===== src/rtl/shift_norm_pkg.sv =====
// ----------------------------------------------------------------------------
// shift_norm_pkg
//   Shared definitions for the shift normalizer.
//   - norm_state_t : FSM state encoding (IDLE / SHIFT / DONE), also used by
//                    the debug state output so checkers can bind to it.
// ----------------------------------------------------------------------------
package shift_norm_pkg;

    typedef enum logic [1:0] {
        IDLE  = 2'd0,
        SHIFT = 2'd1,
        DONE  = 2'd2
    } norm_state_t;

endpackage : shift_norm_pkg


===== src/rtl/shift_normalizer.sv =====
// ----------------------------------------------------------------------------
// shift_normalizer
//   Iterative normalizer: shifts an operand one bit per cycle until its most
//   significant bit is set, reporting the number of positions shifted, so
//   that (o >> shamt) == operand. A zero operand finishes immediately with
//   zero=1, o=0 and shamt=0.
//
//   Optional feature (macro SHIFT_NORM_DIR_EN): adds input 'shope' sampled at
//   accept; shope=1 normalizes left (as above), shope=0 normalizes right
//   until o[0]=1 with shamt = trailing-zero count, so (o << shamt) == operand.
//   Without the macro the port is absent and only left normalization exists.
//
// Ports
//   clk        in   clock, rising edge
//   rst        in   asynchronous active-high reset
//   i_valid    in   operand offered
//   i_ready    out  block accepts an operand (IDLE only)
//   i_1        in   operand [WIDTH]
//   shope      in   direction, 1=left 0=right (SHIFT_NORM_DIR_EN only)
//   o_valid    out  result valid (DONE only)
//   o_ready    in   consumer accepts result
//   o          out  normalized value [WIDTH]
//   shamt      out  shift count applied [SHAMT_WIDTH]
//   zero       out  operand was all zeros
//   dbg_state  out  current FSM state, for debug/checkers
//
// Handshake: both sides use valid/ready. A transfer happens on a rising edge
// where valid and ready are both 1. Input and output never overlap: i_ready
// is only high in IDLE and o_valid only in DONE, so the next operand is taken
// at the earliest one cycle after the output transfer.
// ----------------------------------------------------------------------------
module shift_normalizer
    import shift_norm_pkg::*;
#(
    parameter int WIDTH       = 32,
    parameter int SHAMT_WIDTH = $clog2(WIDTH)
) (
    input  logic                   clk,
    input  logic                   rst,
    input  logic                   i_valid,
    output logic                   i_ready,
    input  logic [WIDTH-1:0]       i_1,
`ifdef SHIFT_NORM_DIR_EN
    input  logic                   shope,
`endif
    output logic                   o_valid,
    input  logic                   o_ready,
    output logic [WIDTH-1:0]       o,
    output logic [SHAMT_WIDTH-1:0] shamt,
    output logic                   zero,
    output norm_state_t            dbg_state
);

    norm_state_t            state_q;
    logic [WIDTH-1:0]       work_q;
    logic [SHAMT_WIDTH-1:0] cnt_q;
    logic                   zero_q;

    // Datapath next values for one SHIFT step.
    logic [WIDTH-1:0]       work_d;
    logic [SHAMT_WIDTH-1:0] cnt_d;
    logic                   aligned;

`ifdef SHIFT_NORM_DIR_EN
    logic dir_q;  // 1 = left, 0 = right; latched at accept

    always_comb begin
        work_d  = '0;
        aligned = 1'b0;
        if (dir_q) begin
            work_d  = {work_q[WIDTH-2:0], 1'b0};
            aligned = work_q[WIDTH-1];
        end else begin
            work_d  = {1'b0, work_q[WIDTH-1:1]};
            aligned = work_q[0];
        end
    end
`else
    always_comb begin
        work_d  = {work_q[WIDTH-2:0], 1'b0};
        aligned = work_q[WIDTH-1];
    end
`endif

    // A nonzero operand reaches alignment after at most WIDTH-1 steps, so the
    // counter cannot wrap; no saturation logic is needed.
    assign cnt_d = cnt_q + SHAMT_WIDTH'(1);

    always_ff @(posedge clk or posedge rst) begin
        if (rst) begin
            state_q <= IDLE;
            work_q  <= '0;
            cnt_q   <= '0;
            zero_q  <= 1'b0;
`ifdef SHIFT_NORM_DIR_EN
            dir_q   <= 1'b1;
`endif
        end else begin
            case (state_q)
                IDLE: begin
                    if (i_valid) begin
                        work_q  <= i_1;
                        cnt_q   <= '0;
                        zero_q  <= (i_1 == '0);
`ifdef SHIFT_NORM_DIR_EN
                        dir_q   <= shope;
`endif
                        // A zero operand can never align; report it directly.
                        state_q <= (i_1 == '0) ? DONE : SHIFT;
                    end
                end
                SHIFT: begin
                    if (aligned) begin
                        state_q <= DONE;
                    end else begin
                        work_q <= work_d;
                        cnt_q  <= cnt_d;
                    end
                end
                DONE: begin
                    if (o_ready) begin
                        state_q <= IDLE;
                    end
                end
                default: state_q <= IDLE;
            endcase
        end
    end

    // Outputs decode straight from registers, so reset clears them at once.
    assign i_ready   = (state_q == IDLE);
    assign o_valid   = (state_q == DONE);
    assign o         = work_q;
    assign shamt     = cnt_q;
    assign zero      = zero_q;
    assign dbg_state = state_q;

endmodule : shift_normalizer


===== config.mk =====
export PLATFORM = sky130hd
export DESIGN_NAME = shift_normalizer
export DESIGN_NICKNAME = d
export VERILOG_FILES = /design/src/rtl/shift_norm_pkg.sv /design/src/rtl/shift_normalizer.sv
export SDC_FILE = /design/constraint.sdc
export NUM_CORES = 1
export LEC_CHECK = 0
export CELL_PAD_IN_SITES_DETAIL_PLACEMENT = 1
export CELL_PAD_IN_SITES_GLOBAL_PLACEMENT = 1
export CORE_UTILIZATION = 30
export DETAILED_ROUTE_END_ITERATION = 6
export PLACE_DENSITY_LB_ADDON = 0.12
export SLEW_MARGIN = 20
export SYNTH_ARGS = -nofsm -noshare
export SYNTH_HDL_FRONTEND = slang
export SYNTH_SLANG_ARGS = --single-unit
export TNS_END_PERCENT = 1

===== constraint.sdc =====
create_clock -name clk -period 1.5 [get_ports clk]
set_input_delay 0.15 -clock clk [delete_from_list [all_inputs] [get_ports clk]]
set_output_delay 0.15 -clock clk [all_outputs]
set_load 0.01 [all_outputs]

==> results.toml, run 1 <==
[power_and_ir_drop]
p_sw_mw = 2.110
p_per_area_nw_per_um2 = 1939
intPower_mw = 3.708
clkPwrFrac_pct = 16.9
power.static_leakage_nw = 1.374
peakVddDrop_uv = 803.8
pwr-share-comb_pct = 49.1
swShare_pct = 36.27
p_seq_share_pct = 34.1

[logic_synthesis]
synth_edf_count = 0
async_reset_ff_share_pct = 100.0
synth.area.top_cells = "dfrtp_1 (55%), nand2_1 (13%), a22oi_1 (12%)"
synth_ff_type = "dfrtp_1"
synthesis.nets = 228
synth.ff_latch_count = 40
synth_top_area_share_pct = 54.98
ys_seq_area_share_pct = 54.98
synth_top_area_cell = "dfrtp_1"
synth.distinct_cells = 26
yosysWarnings = 0
syn_inst = 191
synthesis.area_um2 = 1820
yosys-top-cells-count = "nand2_1 (61), dfrtp_1 (40), a22oi_1 (29), buf_2 (11)"
synth_most_common_cell = "nand2_1"
syn_area_per_cell_um2 = 9.531

[setup_path]
critPathKind = "reg -> reg"
crit_path_max_fanout = 7
cpPeakStageDelay_ns = 0.48
rrSetupSlack_ns = 0.06
cp.arrival_ns = 1.62
critPathSlowestCell = "dfrtp_2"
required_ns = 1.68
r2r_cells = 3
critical_path.cell_chain = "nor3b_2 > buf_4 > mux2_2"
end_kind = "flop"
cp-start-kind = "flop"
reg2reg_from = "dbg_state[1]"
r2r-end = "zero"

[grt]
grt_pass1_vias = 1933
grt_pass1_wl_mm = 9.370
grt_overflow = 0
antenna_found_initial = 0
grt_max_degree = 41
grt.total_usage_pct = 19.01

[status]
status = "complete, no violations"

[sta]
tightest_slew_ns = 0.4101
finalCritPeriodShare_pct = 96.16
finClkSkew_ns = 0.01163
slew_headroom_pct = 72.41
fmax_ghz = 0.6933
setup_violations = 0
drv_slew = 0
finalHoldViolCount = 0
period_needed_ns = 1.442
setup_ws_ns = 0.05763
rsz0062_at_grt = "true"

[cts]
clk_latency_ns = 0.29
cts_setup_buffers = 0
clkTransAtPathRegs_ns = 0.09
cts-buffers-inserted = 5
ctsHoldBuffers = 0
cts_tree = "built"
h-tree-depth = 2
cts_sinks = 40
ctsRootBufferMaster = "clkbuf_8"
max-clock-path-buffers = 2

[die]
fp.coreArea_um2 = 5886
rows = 28
die_w_um = 79.90
start_util_pct = 30.93
die_area_um2 = 6384
die_height_um = 79.90
ios = 78

[layout]
n_antenna_cell = 0
multi_input_comb_area_um2 = 743.2
fillers = 687
register_area_um2 = 1005
stdcell_area_um2 = 3000
layout.cells.non_filler = 366
drive_gt1_share_pct = 14.78
area_delta_synth_final_pct = 64.81
nets = 327

[job]
cap_violations = 0

[drt]
drc = 0
ant_nets = 0
drt_wl_total_mm = 5.581
drtIter0Drc = 47
firstDrtPassIters = 4
num_vias = 1812
viasPerCell = 4.951
wl_per_cell_um = 15.25

[placement]
place_congestion = 0.7454
port-buffer-count = 77
dp_hpwl_mm = 4.201
dp_slack_ns = -0.2288
dpl.cell_count = 358
place_area_um2 = 2872

[min_path]
min_path_type = "in -> async"
==> per-layer routing <==
| metal | GRT usage (%) | wire length (um) |
|---|---|---|
| met5 | 0 | 0 |
| met4 | 5.357 | 48 |
| met3 | 2.743 | 217 |
| met2 | 33.68 | 2849 |
| met1 | 23.87 | 2465 |
==> sequential cells by signal (all words and copies together) (netlist names) <==
register	cells
zero	1
shamt	5
o	32
dbg_state	2
==> through the flow <==
step	hold slack, ns	TNS [ns]	utilization [%]	power, mW
2_1_floorplan	0.2897	0	-	3.207
5_1_grt	0.2139	-0.05950	50.98	6.251
4_1_cts	0.1967	0	50.89	5.910
3_5_place_dp	0.4926	-1.438	48.79	4.927
6_report	0.1962	0	50.98	5.818
3_3_place_gp	0.4879	-1.607	48.79	4.858
==> critical path: cells and delay by family, from the launching register on <==
| kind | cells | cell delay [ns] |
|---|---|---|
| buffers and inverters | 1 | 0.21 |
| flip-flops | 1 | 0.48 |
| AND/OR/NAND/NOR | 1 | 0.31 |
| multiplexers | 1 | 0.34 |
==> power groups by stage <==
| stage | sequential, mW | combinational (mW) | clock (mW) |
|---|---|---|---|
| global route | 2.05 | 3.15 | 1.05 |
| CTS | 1.99 | 2.91 | 1.01 |
| global placement | 1.99 | 2.87 | 0 |
| floorplan | 2.10 | 1.11 | 0 |
| detailed placement | 2.00 | 2.93 | 0 |
| finish | 1.98 | 2.85 | 0.981 |
==> area by class of cell <==
| class | instances | share of cell area, % |
|---|---|---|
| timing repair buffer | 105 | 33.90 |
| inverter | 4 | 0.5004 |
| multi-input combinational | 134 | 24.77 |
| clock buffer | 7 | 3.211 |
| tap | 75 | 3.128 |
| sequential | 40 | 33.49 |
| clock inverter | 1 | 1.001 |
==> how the worst max path moves through the flow <==
stage	depth (start not counted)	startpoint	to
2_1_floorplan	7	dbg_state[0]	shamt[0]
3_3_place_gp	5	i_1[10]	dbg_state[1]
3_5_place_dp	5	i_1[10]	dbg_state[1]
4_1_cts	1	dbg_state[1]	dbg_state[1]
5_1_grt	4	dbg_state[1]	o[30]
6_report	3	dbg_state[1]	zero
==> kinds of logic after synthesis <==
family          count (synthesis)  synth area share (%)
flops                          40                 54.98
mux                             1                0.6185
compound gates                 41                 16.36
fa+ha+maj                       1                0.6872
simple gates                   88                 21.44
xor+xnor                        3                 1.444
buf+inv                        17                 4.467
==> timing repair <==
action / in CTS / in global routing
setup endpoints to repair: 5 / 6
gates resized for setup: 6 / 3
pin swaps: 0 / 0
==> cells in the final DEF, fill, tap and decap left out, drive strengths merged, types with 2 or more instances in the layout <==
| cell type | n |
|---|---|
| clkdlybuf4s50 | 72 |
| nand2 | 61 |
| dfrtp | 40 |
| a22oi | 29 |
| buf | 28 |
| nor2 | 9 |
| nor4 | 8 |
| clkbuf | 7 |
| nand4 | 4 |
| xor2 | 3 |
| inv | 3 |
| o21ai | 3 |
| a21oi | 3 |
| dlygate4sd2 | 3 |
| nor3b | 3 |
| o31ai | 2 |
(Power assumes the default switching activity.)
==> inputs of run 2 (changes only) <==
Settings changed: CORE_ASPECT_RATIO set to 0.7, CORE_MARGIN set to 10.
==> run 2 against run 1 <==
Against the previous run:
- sequential cell count stayed put
- global-route usage is 5.3 points lower
- worst hold slack improved by 0.015 ns
- critical path type unchanged
- highest routed layer unchanged
- sequential share of layout area down 0.67 points
- non-clock buffer count up 8
- critical endpoint unchanged
- total power fell by 1.2%
- via count grew 3.8%
- wire length increased by 21%
- worst setup slack got worse by 0.042 ns
- maximum frequency shrank 2.8%
- clock-buffer cell count shrank 1
==> results.toml, run 2 (synthesis gave the netlist of run 1 again) <==
[cts]
cts_tree = "built"
h-tree-depth = 2
ctsRootBufferMaster = "clkbuf_8"
cts-buffers-inserted = 5
clkTransAtPathRegs_ns = 0.08
cts_sinks = 40
clk_latency_ns = 0.29
max-clock-path-buffers = 2

[setup_path]
r2r_cells = 4
end_kind = "flop"
cp.arrival_ns = 1.65
reg2reg_from = "dbg_state[1]"
r2r-end = "zero"
required_ns = 1.67
crit_path_max_fanout = 6
critPathKind = "reg -> reg"
cp-start-kind = "flop"
rrSetupSlack_ns = 0.02

[placement]
port-buffer-count = 77
place_congestion = 0.7962
dp_hpwl_mm = 5.264

[drt]
firstDrtPassIters = 4
drt_wl_total_mm = 6.771
num_vias = 1880
drtIter0Drc = 42
wl_per_cell_um = 18.15
ant_nets = 0
viasPerCell = 5.040
drc = 0

[sta]
finalCritPeriodShare_pct = 98.95
rsz0062_at_grt = "true"
finalHoldViolCount = 0
setup_violations = 0
tightest_slew_ns = 0.3654
fmax_ghz = 0.6738
slew_headroom_pct = 75.42
drv_slew = 0
period_needed_ns = 1.484
finClkSkew_ns = 0.007791
timing.hold.ws_ns = 0.2108

[layout]
largest_register_ffs = 32
multi_input_comb_area_um2 = 758.2
final_cell_mix = "clkdlybuf4s50_1 (73), nand2_1 (61), dfrtp_1 (38)"
register_area_um2 = 1003
n_antenna_cell = 0
area_delta_synth_final_pct = 67.97
final_common_cell = "clkdlybuf4s50_1"
fillers = 678
nets = 335
drive_gt1_share_pct = 17.11

[power_and_ir_drop]
swShare_pct = 38.44
pwr-share-comb_pct = 53.3
clkPwrFrac_pct = 11.7
p_seq_share_pct = 35.0
p_per_area_nw_per_um2 = 1881
p_sw_mw = 2.210
total_power_mw = 5.751
peakVddDrop_uv = 681.4
power.static_leakage_nw = 1.403
intPower_mw = 3.540

[die]
start_util_pct = 31.32
ios = 78
fp.coreArea_um2 = 5813
die_w_um = 113.1
die_height_um = 85.18
rows = 23
die_area_um2 = 9634

[grt]
antenna_found_initial = 0
grt_pass1_vias = 2009
grt_pass1_wl_mm = 10.86
grt_max_degree = 41
grt.total_usage_pct = 13.71
grt_overflow = 0

[min_path]
min_path_type = "in -> async"

[job]
cap_violations = 0

[status]
status = "complete, no violations"
==> run 2: through the flow <==
| stage | std cells | utilization (%) | TNS [ns] | worst slack [ns] | cell area, um^2 |
|---|---|---|---|---|---|
| after detailed placement | 364 | 50.60 | -0.8926 | -0.1662 | 2942 |
| final | 373 | 52.60 | 0 | 0.01580 | 3058 |
| after floorplan | 191 | - | 0 | 0.1019 | 1821 |
| after global routing | 373 | 52.60 | -0.5984 | -0.06104 | 3058 |
| after CTS | 372 | 52.11 | 0 | 0.004817 | 3029 |
| after global placement | 364 | 50.60 | -0.9234 | -0.1855 | 2942 |
==> run 2: layout make-up <==
type	count	share of cell area [%]
Clock inverter	1	0.1637
Tap cell	75	3.069
Clock buffer	6	2.373
Multi-Input combinational cell	134	24.80
Inverter	4	0.4910
Timing Repair Buffer	113	36.29
Sequential cell	40	32.82
==> run 2: worst max-delay path by stage <==
stage	cells after the start	endpoint	startpoint
finish	4	zero	dbg_state[1]
global route	6	o[25]	dbg_state[0]
CTS	5	shamt[3]	dbg_state[0]
detailed placement	6	dbg_state[1]	i_1[20]
global placement	6	dbg_state[1]	i_1[13]
floorplan	7	shamt[0]	dbg_state[0]
==> run 2: critical path, cell delays in order, from the launching register on <==
cell and delay, ns:
dfrtp_2 0.47, buf_4 0.17, nor3b_2 0.23, buf_6 0.18, mux2_2 0.33
==> run 2: power by group through the flow <==
stage	combinational, mW	clock, mW	sequential, mW
after floorplan	1.11	0	2.10
after global placement	2.99	0	2.01
after detailed placement	3.07	0	2.01
after CTS	3.08	0.702	2.00
after global routing	3.34	0.761	2.10
final	3.06	0.675	2.01
==> run 2: layer usage <==
layer | vias to the layer above | GRT usage, % | routed length (um)
met3 | 2 | 5.626 | 490
met5 | - | 0 | 0
met1 | 943 | 18.05 | 3243
li1 | 887 | - | -
met4 | 0 | 2.069 | 8
met2 | 48 | 20.93 | 3029
==> run 2: timing repair <==
item | 4_1_cts | 5_1_grt
buffers inserted | 1 | 1
setup endpoints to repair | 18 | 27
cloned | 0 | 0
hold buffers | 0 | 0
resized for setup | 6 | 5
